File: src/rtl/rem_ctrl_if.sv
// Handshake and result bundle for the sequenced signed-remainder unit.
// The master drives the request side and the slave (rem_ctrl) drives the result side.
interface rem_ctrl_if #(
    parameter int W = 3
);
    logic           start;
    logic [W-1:0]   A;
    logic [W-1:0]   B;
    logic           busy;
    logic           done;
    logic [W+1:0]   R;
    logic           DZF;
    logic           SF;
    logic           ZF;

    modport master (
        output start, A, B,
        input  busy, done, R, DZF, SF, ZF
    );

    modport slave (
        input  start, A, B,
        output busy, done, R, DZF, SF, ZF
    );
endinterface

File: src/rtl/rem_ctrl.sv
// Multi-cycle signed remainder: restoring shift-subtract on operand magnitudes,
// then the dividend's sign is applied and the result is registered with DZF/SF/ZF.
module rem_ctrl #(
    parameter int W = 3
) (
    input  logic        clk,
    input  logic        rst,
    rem_ctrl_if.slave   bus
);
    typedef enum logic [1:0] {IDLE, DIV, SIGN, DONE} state_t;

    localparam int            CW       = $clog2(W + 2);
    localparam logic [CW-1:0] CNT_LAST = CW'(W);

    state_t          state_q, state_d;
    logic [W+1:0]    p_q, p_d;
    logic [W:0]      a_q, a_d;
    logic [W:0]      b_q, b_d;
    logic            sgn_q, sgn_d;
    logic [CW-1:0]   cnt_q, cnt_d;
    logic [W+1:0]    r_q, r_d;
    logic            dzf_q, dzf_d;
    logic            sf_q, sf_d;
    logic            zf_q, zf_d;

    // Magnitudes are one bit wider than the operands so -2^(W-1) is representable.
    logic [W:0]      a_ext, b_ext, a_mag, b_mag;
    logic [W+1:0]    p_sh, r_sgn;

    always_comb begin
        a_ext = {bus.A[W-1], bus.A};
        b_ext = {bus.B[W-1], bus.B};
        a_mag = a_ext[W] ? -a_ext : a_ext;
        b_mag = b_ext[W] ? -b_ext : b_ext;
        p_sh  = {p_q[W:0], a_q[W]};
        r_sgn = sgn_q ? -p_q : p_q;
    end

    // NOTE: every next-state signal gets a default first so no path leaves it unassigned (no latch).
    always_comb begin
        state_d = state_q;
        p_d     = p_q;
        a_d     = a_q;
        b_d     = b_q;
        sgn_d   = sgn_q;
        cnt_d   = cnt_q;
        r_d     = r_q;
        dzf_d   = dzf_q;
        sf_d    = sf_q;
        zf_d    = zf_q;

        case (state_q)
            IDLE: begin
                if (bus.start) begin
                    sgn_d = bus.A[W-1];
                    a_d   = a_mag;
                    b_d   = b_mag;
                    if (b_mag == '0) begin
                        r_d     = '0;
                        dzf_d   = 1'b1;
                        sf_d    = 1'b0;
                        zf_d    = 1'b0;
                        state_d = DONE;
                    end else begin
                        p_d     = '0;
                        cnt_d   = '0;
                        state_d = DIV;
                    end
                end
            end
            DIV: begin
                p_d = (p_sh >= {1'b0, b_q}) ? (p_sh - {1'b0, b_q}) : p_sh;
                a_d = {a_q[W-1:0], 1'b0};
                if (cnt_q == CNT_LAST) begin
                    state_d = SIGN;
                end else begin
                    cnt_d = cnt_q + CW'(1);
                end
            end
            SIGN: begin
                r_d     = r_sgn;
                dzf_d   = 1'b0;
                sf_d    = r_sgn[W+1];
                zf_d    = (r_sgn == '0);
                state_d = DONE;
            end
            DONE: state_d = IDLE;
            default: state_d = IDLE;
        endcase
    end

    // NOTE: sequential state uses non-blocking assignments so all registers update together.
    always_ff @(posedge clk or posedge rst) begin
        if (rst) begin
            state_q <= IDLE;
            p_q     <= '0;
            a_q     <= '0;
            b_q     <= '0;
            sgn_q   <= 1'b0;
            cnt_q   <= '0;
            r_q     <= '0;
            dzf_q   <= 1'b0;
            sf_q    <= 1'b0;
            zf_q    <= 1'b0;
        end else begin
            state_q <= state_d;
            p_q     <= p_d;
            a_q     <= a_d;
            b_q     <= b_d;
            sgn_q   <= sgn_d;
            cnt_q   <= cnt_d;
            r_q     <= r_d;
            dzf_q   <= dzf_d;
            sf_q    <= sf_d;
            zf_q    <= zf_d;
        end
    end

    assign bus.busy = (state_q == DIV) || (state_q == SIGN);
    assign bus.done = (state_q == DONE);
    assign bus.R    = r_q;
    assign bus.DZF  = dzf_q;
    assign bus.SF   = sf_q;
    assign bus.ZF   = zf_q;
endmodule

File: src/flat_wrapper.sv
// flat-port wrapper written by rule: the top's interface ports become plain ports
module rem_ctrl_flat 
#(
    parameter int W = 3
)
  (clk, rst, bus_start, bus_A, bus_B, bus_busy, bus_done, bus_R, bus_DZF, bus_SF, bus_ZF);
  rem_ctrl_if #(.W(W)) bus_i ();
  input  logic clk;
  input  logic rst;
  input wire logic [$bits(bus_i.start)-1:0] bus_start;
  input wire logic [$bits(bus_i.A)-1:0] bus_A;
  input wire logic [$bits(bus_i.B)-1:0] bus_B;
  output wire logic [$bits(bus_i.busy)-1:0] bus_busy;
  output wire logic [$bits(bus_i.done)-1:0] bus_done;
  output wire logic [$bits(bus_i.R)-1:0] bus_R;
  output wire logic [$bits(bus_i.DZF)-1:0] bus_DZF;
  output wire logic [$bits(bus_i.SF)-1:0] bus_SF;
  output wire logic [$bits(bus_i.ZF)-1:0] bus_ZF;
  assign bus_i.start = bus_start;
  assign bus_i.A = bus_A;
  assign bus_i.B = bus_B;
  assign bus_busy = bus_i.busy;
  assign bus_done = bus_i.done;
  assign bus_R = bus_i.R;
  assign bus_DZF = bus_i.DZF;
  assign bus_SF = bus_i.SF;
  assign bus_ZF = bus_i.ZF;
  rem_ctrl #(.W(W)) u_core (.clk(clk), .rst(rst), .bus(bus_i));
endmodule
File: config.mk
export PLATFORM = sky130hd
export DESIGN_NAME = rem_ctrl_flat
export DESIGN_NICKNAME = d
export VERILOG_FILES = /design/src/rtl/rem_ctrl_if.sv /design/src/rtl/rem_ctrl.sv /design/src/flat_wrapper.sv
export SDC_FILE = /design/constraint.sdc
export NUM_CORES = 1
export LEC_CHECK = 0
export BUFFER_PORTS_ARGS = -buffer_cell sky130_fd_sc_hd__buf_2
export CORE_MARGIN = 4
export CORE_UTILIZATION = 58
export DETAILED_ROUTE_END_ITERATION = 10
export PLACE_DENSITY_LB_ADDON = 0.25
export SLEW_MARGIN = 5
export SYNTH_ARGS = -nofsm -noshare
export SYNTH_HDL_FRONTEND = slang
export SYNTH_SLANG_ARGS = --single-unit
File: constraint.sdc
create_clock -name clk -period 2.5 [get_ports clk]
set_clock_uncertainty 0.1 [all_clocks]
set_input_delay 0.125 -clock clk [delete_from_list [all_inputs] [get_ports clk]]
set_output_delay 0.125 -clock clk [all_outputs]
set_load 0.01 [all_outputs]
== Word-level counts from Yosys, hierarchy flattened ==
Cells that the tools add are included.

* Register bits: 27
* Bits of input ports: 9
* Output and inout bits: 10
* Word-level logic and storage cells: 64

* Add/subtract/negate cells: 5
* Magnitude comparators: 1
* Equal/unequal tests: 9
* Muxes and demuxes: 27
* Reductions and logical operators: 12

{| class="wikitable"
|+ Operator list
! cell !! count
|-
| $mux W5 || 6
|-
| $pmux W5 S2 || 2
|-
| $mux W4 || 3
|-
| $mux W3 || 3
|-
| $neg A4 Y4 || 2
|-
| $pmux W2 S4 || 1
|-
| $pmux W4 S2 || 1
|-
| $mux W2 || 3
|-
| $ne A2 B2 Y1 const B || 3
|-
| $pmux W1 S2 || 3
|-
| $pmux W3 S2 || 1
|-
| $reduce_and A2 Y1 || 3
|-
| $reduce_and A3 Y1 || 2
|-
| $ge A5 B4 Y1 || 1
|-
| $logic_not A5 Y1 || 1
|-
| $neg A5 Y5 || 1
|-
| $sub A5 B4 Y5 || 1
|-
| $eq A2 B2 Y1 const B || 2
|-
| $logic_not A4 Y1 || 1
|-
| $mux W1 || 4
|-
| $ne A2 B1 Y1 const B || 2
|-
| $reduce_and A4 Y1 || 1
|-
| $reduce_bool A2 Y1 || 2
|-
| $add A3 B1 Y3 const B || 1
|-
| other kinds (4) || 4
|}

== Logic depth before layout (Yosys ltp) ==
Gate-level depths: netlist of the first run.

* Depth after elaboration: 6
* Depth in mapped cells: 8
* Depth with buffers taken out: 8

== Worst setup path after synthesis of the first run ==
OpenSTA, ideal clock, no wires.

* Path type: reg-to-reg
* Start: register u_core.state_q[0]
* End: register u_core.p_q[3]
* Setup time: 0.104 ns
* Arrival: 1.735 ns
* Required time: 2.296 ns
* Setup slack: 0.562 ns
* Cell stages (with the launch flop): 8
* Path buffers: 2
* Clock period less this slack: 1.938 ns
* Cell sequence: dfrtp_1 inv_1 ha_1 buf_4 mux2i_1 a211o_1 buf_2 o41ai_2

* Word-level cells in the longest chain between the ends: 3
* Elaborated cells between the ends (all ways): 7
* Classes of those cells: eq/ne: 3; mux: 1; reduce/logical: 3

{| class="wikitable"
|+ RTL lines
! what !! RTL line !! source
|-
| start, declared || rem_ctrl.sv:15 || <nowiki>state_t state_q, state_d;</nowiki>
|-
| start signal, assigned || rem_ctrl.sv:106 || <nowiki>state_q <= state_d;</nowiki>
|-
| $logic_not A2 Y1 or $eq A2 B1 Y1 (tied branches) || rem_ctrl.sv:52 || <nowiki>case (state_q)</nowiki>
|-
| $ne A2 B2 Y1 (no source line) or $reduce_bool A2 Y1 (tied branches) || n/a ||
|-
| $reduce_and A3 Y1 (no source line) || n/a ||
|-
| end signal, assigned || rem_ctrl.sv:107 || <nowiki>p_q <= p_d;</nowiki>
|-
| end, declared || rem_ctrl.sv:16 || <nowiki>logic [W+1:0] p_q, p_d;</nowiki>
|}

Several ways; a longest one is shown, not always the timed one.
A chain may end at the register's enable or synchronous reset.

== Final worst setup path of the first run ==
* Start: register u_core.state_q[0]
* End: register u_core.cnt_q[0]

* Word-level cells in the longest chain between the ends: 3
* Elaborated cells between the ends (all ways): 8
* Classes of those cells: eq/ne: 4; mux: 1; reduce/logical: 3

{| class="wikitable"
|+ RTL lines
! what !! RTL line !! source
|-
| $eq A2 B1 Y1 or $logic_not A2 Y1 (tied branches) || rem_ctrl.sv:52 ||
|-
| $ne A2 B2 Y1 (no source line) or $reduce_bool A2 Y1 (tied branches) || n/a ||
|-
| $reduce_and A4 Y1 (no source line) || n/a ||
|-
| end signal, assigned || rem_ctrl.sv:111 || <nowiki>cnt_q <= cnt_d;</nowiki>
|-
| end, declared || rem_ctrl.sv:20 || <nowiki>logic [CW-1:0] cnt_q, cnt_d;</nowiki>
|}

Several ways; a longest one is shown, not always the timed one.

==> impl_metrics.csv, run 1 <==
group,metric,value,unit
synthesis,synth-edff-count,0,
clock_network,cts_buffer_depth,2,
grt,first_global_vias,1273,
synthesis,ys.flop_type,"dfrtp_1",
timing,setup_tns,0,ns
setup_path,critPathTopFamily,"compound AO/OA/AOI/OAI gates",
clock_network,cts.sinks,26,
clock_network,insertion_delay,0.32,ns
clock_network,cts_buffers,3,
setup_path,startpoint_type,"flip-flop",
timing,setup_violations,0,
finish,instances_no_fill,223,
die,die_height,61.8,um
synthesis,syn-cell-area,0.00168,mm^2
synthesis,synth_commonest_cells,"dfrtp_1, inv_1, nand2_1",
finish,antenna_cells,0,
outcome,status,"complete, but fails checks",
setup_path,path_buf_inv,1,
synthesis,syn_area_per_cell,9.78,um^2
setup_path,slowest_delay,0.47,ns
setup_path,required,2.63,ns
power,p_leak,0.000915,uW
clock_network,cts-root-buf,"clkbuf_4",
power,p_per_area,1270,mW/mm^2
drt,final_antenna_net_count,0,
place,place_congestion,0.871,
drt,wl_per_cell,15.6,um
outcome,violations,"hold timing",
grt,grt_pass1_wl,5600,um
drt,routed_via_density,5.94,
drt,vias,1324,
grt,grt_max_degree,27,
clock_network,cts_resized,0,
place,io_buffer_count,18,
place,dp_cells,216,
finish,fillCellCount,219,
synthesis,yosysTopAreaCell,"dfrtp_1",
synthesis,synth-seq-area-share,0.387,
timing,whs,-0.00609,ns
synthesis,synthArstFlopShare,1.00,
timing,period_minus_slack,2.28,ns
finish,fin_nets,217,
timing,tightest_slew,0.955,ns
grt,antenna_found_initial,0,
setup_path,critPathKind,"reg -> reg",
flow_run,maxCapViolCount,0,
finish,drive_above_1_share,0.188,
setup_path,critical_path.slowest_cell,"a211o_1",
setup_path,cp.arrival,2.41,ns
die,initial_core_util,0.610,
timing,maxSlewViolCount,0,
power,irDropWorstVdd,0.845,mV
setup_path,crit_path_end_kind,"flip-flop",
die,rows,19,
synthesis,syn_inst,172,
synthesis,yosysWarnings,0,
die,io_pins,19,
die,core,0.00276,mm^2
synthesis,yosysUniqueCellTypes,42,
place,dp_hpwl,2650,um
hold_path,hold_path_class,"in -> reg",
synthesis,synthesis.nets,195,
synthesis,yosysMostFrequentCell,"dfrtp_1",
die,die_x,61.8,um
drt,wirelength,3470,um
timing,max_freq,439,MHz
synthesis,synth.area.top_cells,"dfrtp_1, ha_1, inv_1",
timing,hold_violations,1,
synthesis,synth-seq-cells,26,
clock_network,cts_max_level,1,
grt,track_usage,0.198,
timing,finalCritPeriodShare,0.910,
drt,drtIter0Drc,81,
finish,fin_util,0.671,
clock_network,postCtsSetupBuffers,0,
setup_path,crit_chain,"inv_1, ha_1, mux2i_1, a211o_1, o21ai_0, a22o_1",
drt,drc,0,
setup_path,crit_fanout,16,
clock_network,cts_tree,"done",
drt,first_pass_iters,4,
synthesis,synth_top_area_frac,0.387,
clock_network,clkTransAtPathRegs,0.14,ns
timing,relSlewSlack,0.362,
finish,syn_to_final_growth,9.97,%
die,die-area,0.00382,mm^2
timing,rsz0062_at_grt,"no",
grt,overflow,0,
[kinds of logic (layout without fill, tap and decap cells)]
logic type / Yosys count / count (layout) / synth area share
AO/OA/AOI/OAI: 47 / 47 / 0.221
AND/OR/NAND/NOR: 44 / 44 / 0.140
buffers and inverters: 28 / 48 / 0.0677
flip-flops: 26 / 26 / 0.387
adder cells (fa/ha/maj): 14 / 14 / 0.109
multiplexers: 8 / 8 / 0.0499
XOR/XNOR: 5 / 5 / 0.0260
[power by group]
group          leakage, uW  internal, uW  switching, uW
Clock            0.0000138          56.6            127
Combinational     0.000559           629            811
Sequential        0.000342           581            141
Total             0.000915          1270           1080
[metrics by stage]
step / cell area, um^2 / total power, uW / worst slack [ns] / hold slack, ns
floorplan: 1680 / 1820 / 0.562 / 0.0650
global placement: 1790 / 2080 / 0.362 / 0.278
detailed placement: 1790 / 2150 / 0.291 / 0.280
CTS: 1850 / 2340 / 0.261 / 0.00193
global route: 1850 / 2570 / 0.0476 / 0.0185
finish: 1850 / 2350 / 0.225 / -0.00609
[worst paths after layout]
path | end | start | cells past startpoint | slack [ns]
max in group asynchronous | u_core.p_q[2]$_DFFE_PP0P_ | rst | 3 | 1.28
worst max register to register | u_core.cnt_q[0]$_DFFE_PP0P_ | u_core.state_q[0]$_DFFE_PP0P_ | 6 | 0.22
worst min-delay path | u_core.b_q[2]$_DFFE_PP0P_ | bus_B[2] | 3 | -0.006
worst max-delay path | u_core.cnt_q[0]$_DFFE_PP0P_ | u_core.state_q[0]$_DFFE_PP0P_ | 6 | 0.22
worst min register to register | u_core.a_q[0]$_DFFE_PP0P_ | u_core.a_q[0]$_DFFE_PP0P_ | 2 | 0.40
min in group asynchronous | u_core.b_q[1]$_DFFE_PP0P_ | rst | 3 | 0.43
[timing repair]
action | in CTS | in global routing
hold buffers | 4 | 0
setup endpoints to repair | 0 | 0
hold endpoints to repair | 29 | 0
[per-layer routing]
metal,up-vias,global-route usage,share of wire
met1,639,0.261,0.47
li1,653,-,-
met3,6,0.0207,0.033
met5,-,0,0
met4,0,0.0939,0.018
met2,26,0.326,0.48
[state kept, by name, indices dropped and copies added, names as in the netlist]
signal / count
u_core.b_q: 4
u_core.bus.DZF: 1
u_core.p_q: 5
u_core.a_q: 4
u_core.state_q: 2
u_core.bus.R: 5
u_core.bus.ZF: 1
u_core.cnt_q: 3
u_core.sgn_q: 1
[cell type report]
class | count | area [um^2] | area share
clock buffers | 3 | 22.5 | 0.0122
well taps | 31 | 38.8 | 0.0210
inverters | 22 | 82.6 | 0.0447
multi-input cells | 118 | 917 | 0.496
repair buffers | 23 | 138 | 0.0744
flip-flops and latches | 26 | 651 | 0.352
[layout by cell type (no fill, tap or decap), types with 4 or more instances in the layout]
cell and n:
dfrtp_1 26, inv_1 22, buf_2 18, nand2_1 14
ha_1 13, o21ai_0 9, a21oi_1 9, nor2_1 7
a32o_1 6, mux2i_1 5, xnor2_1 5, o31ai_1 4
dlygate4sd3_1 4
[worst register-to-register path: cells and delay by family (launching register included)]
family | cells | cell delay (ns)
mux | 1 | 0.29
buf+inv | 1 | 0.10
compound gates | 3 | 0.88
flops | 1 | 0.44
fa+ha+maj | 1 | 0.36
Note: power is estimated with default switching activity, not from simulation.
==> run 2: changes to the inputs <==
--- a/config.mk
+++ b/config.mk
@@ -7,7 +7,7 @@
 export LEC_CHECK = 0
 export BUFFER_PORTS_ARGS = -buffer_cell sky130_fd_sc_hd__buf_2
 export CORE_MARGIN = 4
-export CORE_UTILIZATION = 58
+export CORE_UTILIZATION = 47
 export DETAILED_ROUTE_END_ITERATION = 10
 export PLACE_DENSITY_LB_ADDON = 0.25
 export SLEW_MARGIN = 5
==> constraint.sdc (replaced) <==
create_clock -name clk -period 2.6 [get_ports clk]
set_clock_uncertainty 0.1 [all_clocks]
set_input_delay 0.13 -clock clk [delete_from_list [all_inputs] [get_ports clk]]
set_output_delay 0.13 -clock clk [all_outputs]
set_load 0.01 [all_outputs]
==> impl_metrics.csv, run 2 (same netlist as run 1, synthesis figures left out) <==
group,metric,value,unit
timing,tightest_slew,0.989,ns
timing,max_freq,448,MHz
setup_path,startpoint_type,"flip-flop",
die,core,0.00339,mm^2
finish,syn_to_final_growth,13.3,%
grt,overflow,0,
clock_network,cts_max_level,1,
hold_path,hold_start,"bus_B[2]",
setup_path,crit_chain,"inv_1, ha_1, nor4b_1, a211o_1, nor2_1, a32o_1",
timing,finalCritPeriodShare,0.858,
setup_path,required,2.74,ns
power,p_per_area,1240,mW/mm^2
setup_path,rrSetupSlack,0.37,ns
clock_network,cts_buffer_depth,2,
grt,antenna_found_initial,0,
timing,post-route-worst-setup-slack,0.369,ns
timing,rsz0062_at_grt,"no",
drt,drtIter0Drc,44,
setup_path,setup.worst_path.start,"u_core.state_q[1]$_DFFE_PP0P_",
setup_path,worstReg2RegEnd,"u_core.p_q[0]$_DFFE_PP0P_",
drt,routed_via_density,5.53,
drt,wl_per_cell,14.6,um
drt,drc,0,
timing,hold_violations,0,
setup_path,crit_path_end_kind,"flip-flop",
die,die_x,67.8,um
timing,maxSlewViolCount,0,
grt,first_global_vias,1341,
flow_run,maxCapViolCount,0,
die,io_pins,19,
setup_path,cp.arrival,2.37,ns
setup_path,r2r_start,"u_core.state_q[1]$_DFFE_PP0P_",
die,die-area,0.00460,mm^2
finish,final_cell_mix,"dfrtp_1, inv_1, buf_2",
timing,setup_tns,0,ns
die,initial_core_util,0.496,
drt,wirelength,3500,um
setup_path,slowest_delay,0.47,ns
die,die_height,67.8,um
setup_path,critical_path.slowest_cell,"a211o_1",
drt,first_pass_iters,4,
finish,drive_above_1_share,0.196,
power,irDropWorstVdd,0.418,mV
clock_network,postCtsSetupBuffers,0,
place,place_congestion,0.832,
timing,relSlewSlack,0.340,
drt,final_antenna_net_count,0,
grt,grt_max_degree,27,
setup_path,critPathKind,"reg -> reg",
hold_path,hold_path_end,"u_core.b_q[2]$_DFFE_PP0P_",
finish,antenna_cells,0,
die,rows,21,
hold_path,hold_path_class,"in -> reg",
outcome,status,"finished, final reports clean",
finish,fin_util,0.562,
clock_network,cts.sinks,26,
finish,final_common_cell,"dfrtp_1",
clock_network,clkTransAtPathRegs,0.15,ns
timing,whs,0.0137,ns
setup_path,crit_fanout,16,
setup_path,rr_worst_depth,6,
power,p_leak,0.000934,uW
hold_path,worstHoldPathCells,3,
finish,fin_nets,218,
place,io_buffer_count,18,
place,pre_cts_ws,0.401,ns
clock_network,cts_resized,0,
clock_network,cts-root-buf,"clkbuf_4",
grt,track_usage,0.179,
clock_network,cts_tree,"done",
clock_network,insertion_delay,0.33,ns
power,total_power,2360,uW
grt,grt_pass1_wl,6140,um
place,dp_hpwl,2660,um
timing,period_minus_slack,2.23,ns
timing,setup_violations,0,
clock_network,cts_buffers,3,
drt,vias,1327,
==> run 2: changes by cell type in the layout (fill, tap and decap cells not counted), sizes merged <==
cell and delta:
buf +1, bufinv +1
==> run 2: power breakdown <==
group	internal (uW)	leakage (uW)	switching (uW)
Clock	156	0.0000279	125
Sequential	559	0.000342	133
Combinational	613	0.000564	779
==> run 2: how the worst max path moves through the flow <==
stage	cells past startpoint	slack, ns	to
floorplan	7	0.66	u_core.p_q[3]$_DFFE_PP0P_
global placement	6	0.47	u_core.p_q[1]$_DFFE_PP0P_
detailed placement	6	0.40	u_core.p_q[1]$_DFFE_PP0P_
CTS	6	0.39	u_core.p_q[1]$_DFFE_PP0P_
global route	6	0.14	u_core.p_q[0]$_DFFE_PP0P_
finish	6	0.37	u_core.p_q[0]$_DFFE_PP0P_
==> run 2: final cells by class <==
cell class,count,area [um^2]
Multi-Input combinational cell,118,917
Tap cell,46,57.6
Inverter,22,82.6
Sequential cell,26,651
Clock inverter,1,30.0
Clock buffer,3,22.5
Fill cell,316,1480
Timing Repair Buffer,24,145
==> run 2: metrics by stage <==
step / instances / cell area (um^2)
6_report: 240 / 1910
5_1_grt: 240 / 1910
4_1_cts: 240 / 1910
3_5_place_dp: 232 / 1810
3_3_place_gp: 232 / 1810
2_1_floorplan: 172 / 1680
==> run 2: per-layer routing <==
metal  share of wire  global-route usage  up-vias
met5               0                   0        -
met4           0.011              0.0620        0
met3           0.034              0.0345        4
met2            0.50               0.320       19
met1            0.45               0.213      646
li1                -                   -      658
==> run 2: critical path, delay by kind of cell (launching register included) <==
family                     cells  cell delay (ns)
AOI/OAI and AO/OA              2             0.75
DFF                            1             0.43
and+or+nand+nor                2             0.39
adders and majority gates      1             0.37
buffers and inverters          1             0.11
==> run 2: repair_timing <==
action | 4_1_cts | 5_1_grt
endpoints found under the setup margin | 0 | 0
hold buffers | 4 | 0
endpoints found under the hold margin | 29 | 0
==> run 3: changes to the inputs <==
==> constraint.sdc (replaced) <==
create_clock -name clk -period 2.25 [get_ports clk]
set_clock_uncertainty 0.1 [all_clocks]
set_input_delay 0.1125 -clock clk [delete_from_list [all_inputs] [get_ports clk]]
set_output_delay 0.1125 -clock clk [all_outputs]
set_load 0.01 [all_outputs]
==> impl_metrics.csv, run 3 (same netlist as run 1, synthesis figures left out) <==
group,metric,value,unit
outcome,status,"finished, final reports clean",
die,io_pins,19,
die,die-area,0.00460,mm^2
place,dp_hpwl,2710,um
setup_path,rr_worst_depth,5,
power,clkPwrFrac,0.077,
grt,track_usage,0.181,
die,core,0.00339,mm^2
clock_network,cts-root-buf,"clkbuf_4",
finish,fillCellCount,304,
setup_path,required,2.39,ns
setup_path,crit_path_end_kind,"flip-flop",
timing,tightest_slew,0.434,ns
power,p_leak,0.000951,uW
finish,fin_nets,224,
setup_path,critPathTopFamily,"buffers and inverters",
flow_run,maxCapViolCount,0,
drt,first_pass_iters,4,
timing,setup_tns,0,ns
setup_path,crit_fanout,6,
timing,max_freq,457,MHz
grt,first_global_vias,1407,
hold_path,hold_path_class,"in -> reg",
power,internal_power,1460,uW
clock_network,cts_max_level,1,
timing,rsz0062_at_grt,"no",
die,initial_core_util,0.496,
die,rows,21,
finish,final_cell_mix,"dfrtp_1, inv_1, buf_2",
setup_path,rrSetupSlack,0.14,ns
drt,final_antenna_net_count,0,
clock_network,cts.sinks,26,
timing,hold_violations,0,
clock_network,cts_tree,"done",
timing,setup_violations,0,
finish,final_common_cell,"dfrtp_1",
setup_path,path_buf_inv,3,
hold_path,hold_path_end,"u_core.b_q[1]$_DFFE_PP0P_",
clock_network,cts_buffer_depth,2,
power,sequentialPowerShare,0.298,
die,die_height,67.8,um
setup_path,crit_chain,"dlygate4sd3_1, buf_4, inv_1, ha_4, or3b_4, a211oi_4, nor2_4, o41ai_2",
setup_path,startpoint_type,"input pin",
grt,antenna_found_initial,0,
finish,antenna_cells,0,
drt,routed_via_density,5.64,
setup_path,critical_path.slowest_cell,"dlygate4sd3_1",
grt,overflow,0,
setup_path,r2r_start,"u_core.p_q[1]$_DFFE_PP0P_",
setup_path,slowest_delay,0.54,ns
power,irDropWorstVdd,0.482,mV
power,comb_power_share,0.625,
clock_network,clkTransAtPathRegs,0.15,ns
place,io_buffer_count,18,
setup_path,cp.arrival,2.33,ns
grt,grt_pass1_wl,6310,um
finish,fin_util,0.574,
finish,regArea,651,um^2
timing,period_minus_slack,2.19,ns
drt,wl_per_cell,15.0,um
setup_path,critPathKind,"in -> reg",
drt,drtIter0Drc,118,
die,die_x,67.8,um
power,switchingPower,1230,uW
drt,vias,1381,
power,switching_share,0.457,
place,place_congestion,0.836,
grt,grt_max_degree,27,
power,p_per_area,1380,mW/mm^2
drt,drc,0,
finish,drive_above_1_share,0.216,
drt,wirelength,3660,um
hold_path,hold_start,"bus_B[1]",
timing,finalCritPeriodShare,0.972,
clock_network,cts_buffers,3,
hold_path,worstHoldPathCells,3,
clock_network,insertion_delay,0.33,ns
finish,multi_input_area,936,um^2
timing,relSlewSlack,0.707,
timing,maxSlewViolCount,0,
setup_path,worstReg2RegEnd,"u_core.p_q[1]$_DFFE_PP0P_",
finish,syn_to_final_growth,15.8,%
-- run 3: timing repair --
item / in CTS / in global routing
hold buffers: 6 / 0
hold endpoints to repair: 31 / 0
setup endpoints to repair: 0 / 7
gates resized for setup: 0 / 4
buffers inserted: 0 / 1
-- run 3: power groups by stage --
stage	registers, uW	logic [uW]	clock network, uW
finish	800	1680	208
global route	824	1890	231
CTS	799	1650	211
detailed placement	810	1640	0
global placement	799	1580	0
floorplan	792	1230	0
-- run 3: worst max path at each step --
| stage | end | cells past startpoint | from |
|---|---|---|---|
| CTS | u_core.bus.ZF$_DFFE_PP0P_ | 8 | bus_B[0] |
| detailed placement | u_core.p_q[1]$_DFFE_PP0P_ | 6 | u_core.state_q[0]$_DFFE_PP0P_ |
| floorplan | u_core.p_q[3]$_DFFE_PP0P_ | 7 | u_core.state_q[0]$_DFFE_PP0P_ |
| finish | u_core.bus.ZF$_DFFE_PP0P_ | 8 | bus_B[0] |
| global placement | u_core.bus.ZF$_DFFE_PP0P_ | 7 | bus_B[0] |
| global route | u_core.bus.ZF$_DFFE_PP0P_ | 8 | bus_B[0] |
-- run 3: layer usage --
layer / GRT usage / part of all wire
met4: 0.0645 / 0.016
met1: 0.220 / 0.42
met2: 0.321 / 0.51
met3: 0.0296 / 0.049
met5: 0 / 0
-- run 3: metrics by stage --
stage,total power (uW),setup slack [ns],instance area (um^2),hold slack (ns),std cells
after floorplan,2020,0.312,1680,0.0525,172
after global placement,2380,0.249,1840,0.0807,235
after detailed placement,2450,0.160,1840,0.0900,235
after CTS,2660,0.0179,1920,0.0202,244
after global routing,2950,0.000647,1950,0.0326,245
final,2690,0.0624,1950,0.0276,245
-- run 3: worst min-delay path: cells and delay by family --
family	cells	cell delay [ns]
compound gates	1	0.09
buf+inv	1	0.12
mux	1	0.11
-- run 3: cell type report --
type	instances	share of cell area
Sequential cell	26	0.334
Tap cell	46	0.0296
Timing Repair Buffer	30	0.102
Inverter	22	0.0424
Multi-Input combinational cell	118	0.481
Clock buffer	3	0.0116
